[src/rtl/gcd_pkg.sv]
// Shared types for the GCD operand feeder: FSM state encoding, the default
// datapath width and the queued operand-pair layout.
package gcd_pkg;

   localparam int GCD_WIDTH = 8;

   typedef enum logic [1:0] {
      IDLE   = 2'd0,
      SETTLE = 2'd1,
      HOLD   = 2'd2
   } gcd_state_t;

   typedef struct packed {
      logic [GCD_WIDTH-1:0] x;
      logic [GCD_WIDTH-1:0] y;
      logic                 clear;
   } gcd_pair_t;

   // Bits needed to store one {x, y, clear} pair of the given operand width.
   function automatic int pairWidth(input int width);
      return 2 * width + 1;
   endfunction

endpackage

[src/rtl/gcd_pair_fifo.sv]
// Small power-of-two FIFO holding packed {x, y, clear} operand pairs.
// Full/empty and the occupancy count come straight from registered state.
module gcd_pair_fifo
   import gcd_pkg::*;
#(
   parameter int WIDTH = GCD_WIDTH,
   parameter int DEPTH = 4
) (
   input  logic                        Clk,
   input  logic                        Reset,
   input  logic                        i_push,
   input  logic [pairWidth(WIDTH)-1:0] i_pushData,
   input  logic                        i_pop,
   output logic [pairWidth(WIDTH)-1:0] o_popData,
   output logic [$clog2(DEPTH):0]      o_count,
   output logic                        o_full,
   output logic                        o_empty
);

   localparam int PW = pairWidth(WIDTH);
   localparam int AW = $clog2(DEPTH);
   localparam int CW = AW + 1;

   logic [PW-1:0] r_mem [DEPTH];
   logic [AW-1:0] r_wrPtr;
   logic [AW-1:0] r_rdPtr;
   logic [CW-1:0] r_count;
   logic          w_doPush;
   logic          w_doPop;

   assign o_full   = (r_count == CW'(DEPTH));
   assign o_empty  = (r_count == '0);
   assign w_doPush = i_push && !o_full;
   assign w_doPop  = i_pop && !o_empty;

   // Pointers wrap naturally because DEPTH is a power of two.
   always_ff @(posedge Clk or posedge Reset) begin
      if (Reset) begin
         r_wrPtr <= '0;
         r_rdPtr <= '0;
         r_count <= '0;
      end else begin
         if (w_doPush) begin
            r_wrPtr <= r_wrPtr + 1'b1;
         end
         if (w_doPop) begin
            r_rdPtr <= r_rdPtr + 1'b1;
         end
         case ({w_doPush, w_doPop})
            2'b10:   r_count <= r_count + 1'b1;
            2'b01:   r_count <= r_count - 1'b1;
            default: r_count <= r_count;
         endcase
      end
   end

   always_ff @(posedge Clk) begin
      if (w_doPush) begin
         r_mem[r_wrPtr] <= i_pushData;
      end
   end

   assign o_popData = r_mem[r_rdPtr];
   assign o_count   = r_count;

endmodule

[src/rtl/gcd_feeder.sv]
// Back-pressured operand sequencer for the combinational GCD block: queues
// pairs, drives them onto X/Y/Reset one at a time, and returns the result.
module gcd_feeder
   import gcd_pkg::*;
#(
   parameter int WIDTH         = GCD_WIDTH,
   parameter int DEPTH         = 4,
   parameter int SETTLE_CYCLES = 1
) (
   input  logic                   Clk,
   input  logic                   Reset,
   input  logic                   in_valid,
   output logic                   in_ready,
   input  logic [WIDTH-1:0]       in_x,
   input  logic [WIDTH-1:0]       in_y,
   input  logic                   in_clear,
   output logic [WIDTH-1:0]       X,
   output logic [WIDTH-1:0]       Y,
   output logic                   gcd_reset,
   input  logic [WIDTH-1:0]       gcd_output,
   output logic                   out_valid,
   input  logic                   out_ready,
   output logic [WIDTH-1:0]       out_x,
   output logic [WIDTH-1:0]       out_y,
   output logic [WIDTH-1:0]       out_gcd,
   output logic [$clog2(DEPTH):0] count
);

   localparam int PW = pairWidth(WIDTH);
   localparam int SW = $clog2(SETTLE_CYCLES + 1);

   logic [PW-1:0]    w_pushData;
   logic [PW-1:0]    w_popData;
   logic             w_full;
   logic             w_empty;
   logic             w_pop;
   logic [WIDTH-1:0] w_headX;
   logic [WIDTH-1:0] w_headY;
   logic             w_headClear;

   gcd_state_t       r_state;
   logic [SW-1:0]    r_settle;
   logic [WIDTH-1:0] r_x;
   logic [WIDTH-1:0] r_y;
   logic             r_gcdReset;
   logic             r_outValid;
   logic [WIDTH-1:0] r_outX;
   logic [WIDTH-1:0] r_outY;
   logic [WIDTH-1:0] r_outGcd;

   assign w_pushData  = {in_x, in_y, in_clear};
   assign w_headX     = w_popData[PW-1 -: WIDTH];
   assign w_headY     = w_popData[WIDTH:1];
   assign w_headClear = w_popData[0];

   // Only IDLE consumes from the queue; HOLD deliberately never pops.
   assign w_pop    = (r_state == IDLE) && !w_empty;
   assign in_ready = !w_full;

   gcd_pair_fifo #(
      .WIDTH (WIDTH),
      .DEPTH (DEPTH)
   ) u_fifo (
      .Clk        (Clk),
      .Reset      (Reset),
      .i_push     (in_valid),
      .i_pushData (w_pushData),
      .i_pop      (w_pop),
      .o_popData  (w_popData),
      .o_count    (count),
      .o_full     (w_full),
      .o_empty    (w_empty)
   );

   // GCD reset idles high so the block's output sits at 0 until the first pair.
   always_ff @(posedge Clk or posedge Reset) begin
      if (Reset) begin
         r_state    <= IDLE;
         r_settle   <= '0;
         r_x        <= '0;
         r_y        <= '0;
         r_gcdReset <= 1'b1;
         r_outValid <= 1'b0;
         r_outX     <= '0;
         r_outY     <= '0;
         r_outGcd   <= '0;
      end else begin
         case (r_state)
            IDLE: begin
               if (!w_empty) begin
                  r_x        <= w_headX;
                  r_y        <= w_headY;
                  r_gcdReset <= w_headClear;
                  r_settle   <= SW'(SETTLE_CYCLES);
                  r_state    <= SETTLE;
               end
            end
            SETTLE: begin
               r_settle <= r_settle - 1'b1;
               if (r_settle == SW'(1)) begin
                  r_outGcd   <= gcd_output;
                  r_outX     <= r_x;
                  r_outY     <= r_y;
                  r_outValid <= 1'b1;
                  r_state    <= HOLD;
               end
            end
            HOLD: begin
               if (out_ready) begin
                  r_outValid <= 1'b0;
                  r_state    <= IDLE;
               end
            end
            default: begin
               r_state <= IDLE;
            end
         endcase
      end
   end

   assign X         = r_x;
   assign Y         = r_y;
   assign gcd_reset = r_gcdReset;
   assign out_valid = r_outValid;
   assign out_x     = r_outX;
   assign out_y     = r_outY;
   assign out_gcd   = r_outGcd;

endmodule

[config.mk]
export PLATFORM = sky130hd
export DESIGN_NAME = gcd_feeder
export DESIGN_NICKNAME = d
export VERILOG_FILES = /design/src/rtl/gcd_pkg.sv /design/src/rtl/gcd_pair_fifo.sv /design/src/rtl/gcd_feeder.sv
export SDC_FILE = /design/constraint.sdc
export NUM_CORES = 1
export LEC_CHECK = 0
export CORE_UTILIZATION = 59
export CTS_BUF_LIST = sky130_fd_sc_hd__clkbuf_4
export CTS_CLUSTER_DIAMETER = 60
export DETAILED_ROUTE_END_ITERATION = 7
export PLACE_DENSITY = 0.87
export SYNTH_ARGS = -nofsm -noshare
export SYNTH_HDL_FRONTEND = slang
export SYNTH_SLANG_ARGS = --single-unit
[constraint.sdc]
create_clock -name Clk -period 3.1 [get_ports Clk]
set_clock_uncertainty 0.05 [all_clocks]
set_input_delay 0.31 -clock Clk [delete_from_list [all_inputs] [get_ports Clk]]
set_output_delay 0.31 -clock Clk [all_outputs]
set_load 0.03 [all_outputs]
# After elaboration in Yosys (flattened, before gate mapping)
# Memory sizes are Yosys's and may differ from the RTL's. A register that Yosys moved wholly into a read port is not among the register bits.
# Index checks and enable logic that the tools add are counted.
# Widths: inputs -> output; s select.
# totals
reg_bits	35
ramBits	68
in_bits	29
out_inout_bits	46
mem_count	1
# memory_table
memory	depth	word_bits	rd	rd_ports_with_merged_regs	write_ports	line	source
u_fifo.r_mem	4	17	1	1	1	gcd_pair_fifo.sv:24	logic [PW-1:0] r_mem [DEPTH];
# classes
add_sub_neg	5
eq_ne	8
n_mux	12
bitwise	1
n_reduce_logical	15
# op_table
op	count
$mux 2	3
$ne 2x2->1 const B	3
$pmux 2 s3	1
$pmux 3 s2	1
$reduce_and 2->1	3
$reduce_and 3->1	2
$reduce_bool 2->1	3
$mux 1	5
$add 2x1->2 const B	2
$eq 2x1->1 const B	2
$eq 2x2->1 const B	2
$pmux 1 s2	2
$add 3x1->3 const B	1
$eq 3x3->1 const B	1
$logic_and 1x1->1	3
$logic_not 3->1	1
$sub 3x1->3 const B	1
$logic_not 1->1	2
$logic_not 2->1	1
$not 1->1	1
$sub 1x1->1 const B	1

# Longest topological paths before layout
# logic_depth
ltp_word	6
mapped_depth	9
depth_no_buf	8

# Modules after synthesis
# A second synthesis with hierarchy kept.
# hier_totals
cells_unflattened	230
hier_area_um2	4684.5
# modules_own_cells
module	instances	cells_each	area_each_um2	seq_area_each_um2
gcd_pair_fifo	1	127	2925.3	2217.1
gcd_feeder	1	103	1759.2	1127.3

# Least setup slack after synthesis
# Ideal clock, no wire load.
# synth_path
kind	register -> register
startpoint	register u_fifo.r_count[0], in the netlist u_fifo.o_count[0]
endpoint	register u_fifo.r_count[2], in the netlist u_fifo.o_count[2]
t_arrival_ns	2.258
required_time_ns	2.914
setup_slack_ns	0.655
stages_incl_launch_ff	9
path_buffers	1
period_less_slack_ns	2.445
path_cell_list	dfrtp_1 > or3b_1 > clkbuf_1 > nand2_1 > ha_1 > fa_1 > xnor2_1 > nor2_1 > xor2_1
# synth_via
word_cells_on_any_way	13
# synth_rtl
element	line	source
from (decl)	gcd_pair_fifo.sv:27	logic [CW-1:0] r_count;
from (signal assigned)	gcd_pair_fifo.sv:50	2'b10: r_count <= r_count + 1'b1;
from (signal assigned)	gcd_pair_fifo.sv:51	2'b01: r_count <= r_count - 1'b1;
from (signal assigned)	gcd_pair_fifo.sv:52	default: r_count <= r_count;
$eq 3x3->1 (*)	gcd_pair_fifo.sv:31	assign o_full = (r_count == CW'(DEPTH));
$logic_not 1->1 (*)	n/a	
named net in_ready	gcd_feeder.sv:13	output logic in_ready,
$logic_and 1x1->1 (*)	gcd_pair_fifo.sv:33	assign w_doPush = i_push && !o_full;
$eq 2x1->1 / $eq 2x2->1 (equally long branches)	gcd_pair_fifo.sv:49	case ({w_doPush, w_doPop})
$pmux 3 s2 / $reduce_bool 2->1 (equally long branches)	n/a	
# The timed path passes the listed nets; every way through them passes the cells marked *.
# A chain may end at the register's enable or synchronous reset.

# Worst setup path after layout
# layout_path
startpoint	register u_fifo.r_count[0], in the netlist u_fifo.o_count[0]
endpoint	output port in_ready
# layout_via
elab_chain_cells	2
# layout_rtl
element	line	source
$eq 3x3->1	gcd_pair_fifo.sv:31	
$logic_not 1->1	gcd_feeder.sv:58	assign in_ready = !w_full;
to (decl)	gcd_feeder.sv:13	
# No other way between the ends.

==> results.yml <==
run_status:
  status: "finished clean"
logic_synthesis:
  synth-seq-cells: 120
  syn_inst: 227
  netlist-cell-type-count: 27
  synth_area_um2: 4590
  yosysWarningCount: 0
  avgSynthCellArea_um2: 20.2
  synth_nets: 262
  yosysSeqAreaShare_pct: 72.9
cells_and_area:
  drive_gt1_share_pct: 27.1
  finish.utilization_pct: 78.2
  nFillCells: 395
  final_nets: 354
  syn_to_final_growth_pct: 25.6
  diodes: 0
clocking:
  clk_path_buf_depth: 2
  cts.sinks: 120
  cts_max_level: 4
  cts-root-buf: "clkbuf_4"
  clock_latency_ps: 510
  numCtsBuffers: 17
  clkSlewWorstSetupHoldPaths_ps: 110
  cts_tree: "built"
global_routing:
  grt_pass1_vias: 2451
  grtUsageTotal_pct: 21.6
  grt_pass1_wl_um: 12700
  grt_overflow_total: 0
  antenna_found_initial: 0
  grt_max_degree: 26
placed_design:
  place.gp.congestion: 0.755
  dp_hpwl_um: 5350
  numPortBuffers: 74
sta:
  fmax_mhz: 412
  tightest_slew_ps: 890
  fin_tns_setup_ps: 0
  finalSetupViolCount: 0
  relSlewSlack_pct: 40.7
  min_period_over_period_pct: 78.3
  slew_violations: 0
  hold_violations: 0
  rsz0062_at_grt: "false"
  layout_min_cycle_time_ps: 2430
routing:
  drtIter0Drc: 94
  wl_per_cell_um: 18.1
  vias: 2339
  ant_nets: 0
  firstDrtPassIters: 4
  wl_um: 7790
  drt-vias-per-instance: 5.43
  route.detailed.drc: 0
setup_path:
  critPathKind: "reg2out"
  cpPeakStageDelay_ps: 630
  endpoint_kind: "output port"
  worstPathArrival_ps: 2070
  worstSetupStartpointType: "register"
  crit_chain: "or3b_1, clkdlybuf4s50_1"
  cp_slowest_cell: "clkdlybuf4s50_1"
  crit_required_ps: 2740
  cp_max_fo: 6
run:
  drv_cap: 0
floorplan:
  core_area_um2: 7370
  die_w_um: 90.2
  die_area_um2: 8140
  boundaryPins: 75
  die_h_um: 90.2
  initial_utilization_pct: 62.3
  rows: 31
power_and_ir_drop:
  ir_drop_v: 0.000519
  p_leak_nw: 2.19
  power_density_nw_per_um2: 1130
worst_hold_path:
  hold_path.class: "in2reg"
cell type report:
cell class	count	area [um2]	share of cell area, %
Inverter	5	18.8	0.326
Timing Repair Buffer	82	803	13.9
Sequential cell	120	3340	58.0
Clock inverter	14	181	3.15
Clock buffer	18	135	2.34
Multi-Input combinational cell	93	1160	20.1
Tap cell	99	124	2.15
per-layer routing:
metal	vias to the layer above	share of wire [%]	track usage, %
li1	1066	-	-
met1	1177	39	26.3
met2	82	54	35.5
met3	14	5.1	6.18
met4	0	1.7	10.8
met5	-	0	0
synth_stat cells (all sizes together):
cell / instances / area (um2)
xnor2: 6 / 52.6
and2b: 1 / 7.51
buf: 8 / 66.3
and3: 4 / 25.0
o21ai: 1 / 5.00
ha: 5 / 62.6
mux2: 43 / 484
edfxtp: 68 / 2040
or4b: 1 / 10.0
or3b: 1 / 8.76
nor2: 2 / 7.51
fa: 1 / 20.0
a21oi: 2 / 10.0
dfrtp: 51 / 1280
nand2: 5 / 18.8
nor3: 1 / 5.00
inv: 5 / 18.8
mux4: 17 / 417
dfstp: 1 / 26.3
o31ai: 1 / 7.51
or3: 1 / 6.26
clkbuf: 1 / 3.75
xor2: 1 / 8.76
layout by cell type (no fill, tap or decap), types with 2 or more instances in the layout:
cell	instances
mux2_2	43
ha_1	5
clkinv_2	3
nand2_1	5
bufinv_16	4
clkbuf_4	18
inv_1	4
and3_1	4
clkinvlp_4	4
xnor2_1	6
nor2_1	2
mux4_1	9
clkinv_1	2
clkdlybuf4s50_1	74
dfrtp_1	51
a21oi_1	2
mux4_2	8
buf_4	7
edfxtp_1	68
flip-flops by register name, summed over array words and instances (netlist names):
name and count:
u_fifo.r_mem 68, X 8, Y 8, out_gcd 8, out_x 8, out_y 8
u_fifo.o_count 3, r_state 2, u_fifo.r_rdPtr 2, u_fifo.r_wrPtr 2, gcd_reset 1, out_valid 1
r_settle 1
what timing repair did:
item	in CTS	in global routing
buffers inserted	0	0
hold buffers	1	0
hold endpoints to repair	2	0
gates resized for setup	0	0
setup endpoints to repair	0	0
worst paths after layout:
kind | from | endpoint | slack [ps] | cells after the start
setup / recovery | u_fifo.o_count[0] | in_ready | 670 | 2
hold / removal | out_ready | r_state[1] | 340 | 2
setup reg to reg | u_fifo.o_count[0] | u_fifo.o_count[1] | 940 | 5
hold reg to reg | out_gcd[0] | out_gcd[0] | 460 | 1
max in group asynchronous | Reset | out_x[0] | 1980 | 4
min in group asynchronous | Reset | out_gcd[6] | 500 | 3
power breakdown:
part	leakage, nW	switching [mW]	total (mW)	internal (mW)
Clock	0.159	0.549	1.19	0.640
Sequential	1.23	0.380	2.64	2.26
Combinational	0.798	1.34	2.69	1.35
Total	2.19	2.27	6.52	4.25
worst max-delay path: cells and delay by family (launching register included):
kind	cells	cell delay (ps)
buffers and inverters	1	630
DFF	1	460
and+or+nand+nor	1	470
per-stage QoR:
stage / setup WS (ps) / area, um2 / total power [mW] / hold WS (ps) / cells
after global routing: 576 / 5760 / 6.86 / 314 / 431
after detailed placement: 955 / 5440 / 5.40 / 444 / 398
after floorplan: 655 / 4590 / 4.41 / 346 / 227
final: 674 / 5760 / 6.52 / 342 / 431
after global placement: 1000 / 5440 / 5.28 / 435 / 398
after CTS: 625 / 5760 / 6.59 / 305 / 431
cell families after synthesis:
| logic type | synth area share (%) |
|---|---|
| flops | 72.9 |
| mux | 19.6 |
| simple gates | 1.94 |
| buf+inv | 1.94 |
| xor+xnor | 1.34 |
| fa+ha+maj | 1.80 |
| compound gates | 0.491 |
No activity file was read; power rests on OpenSTA's default activity.
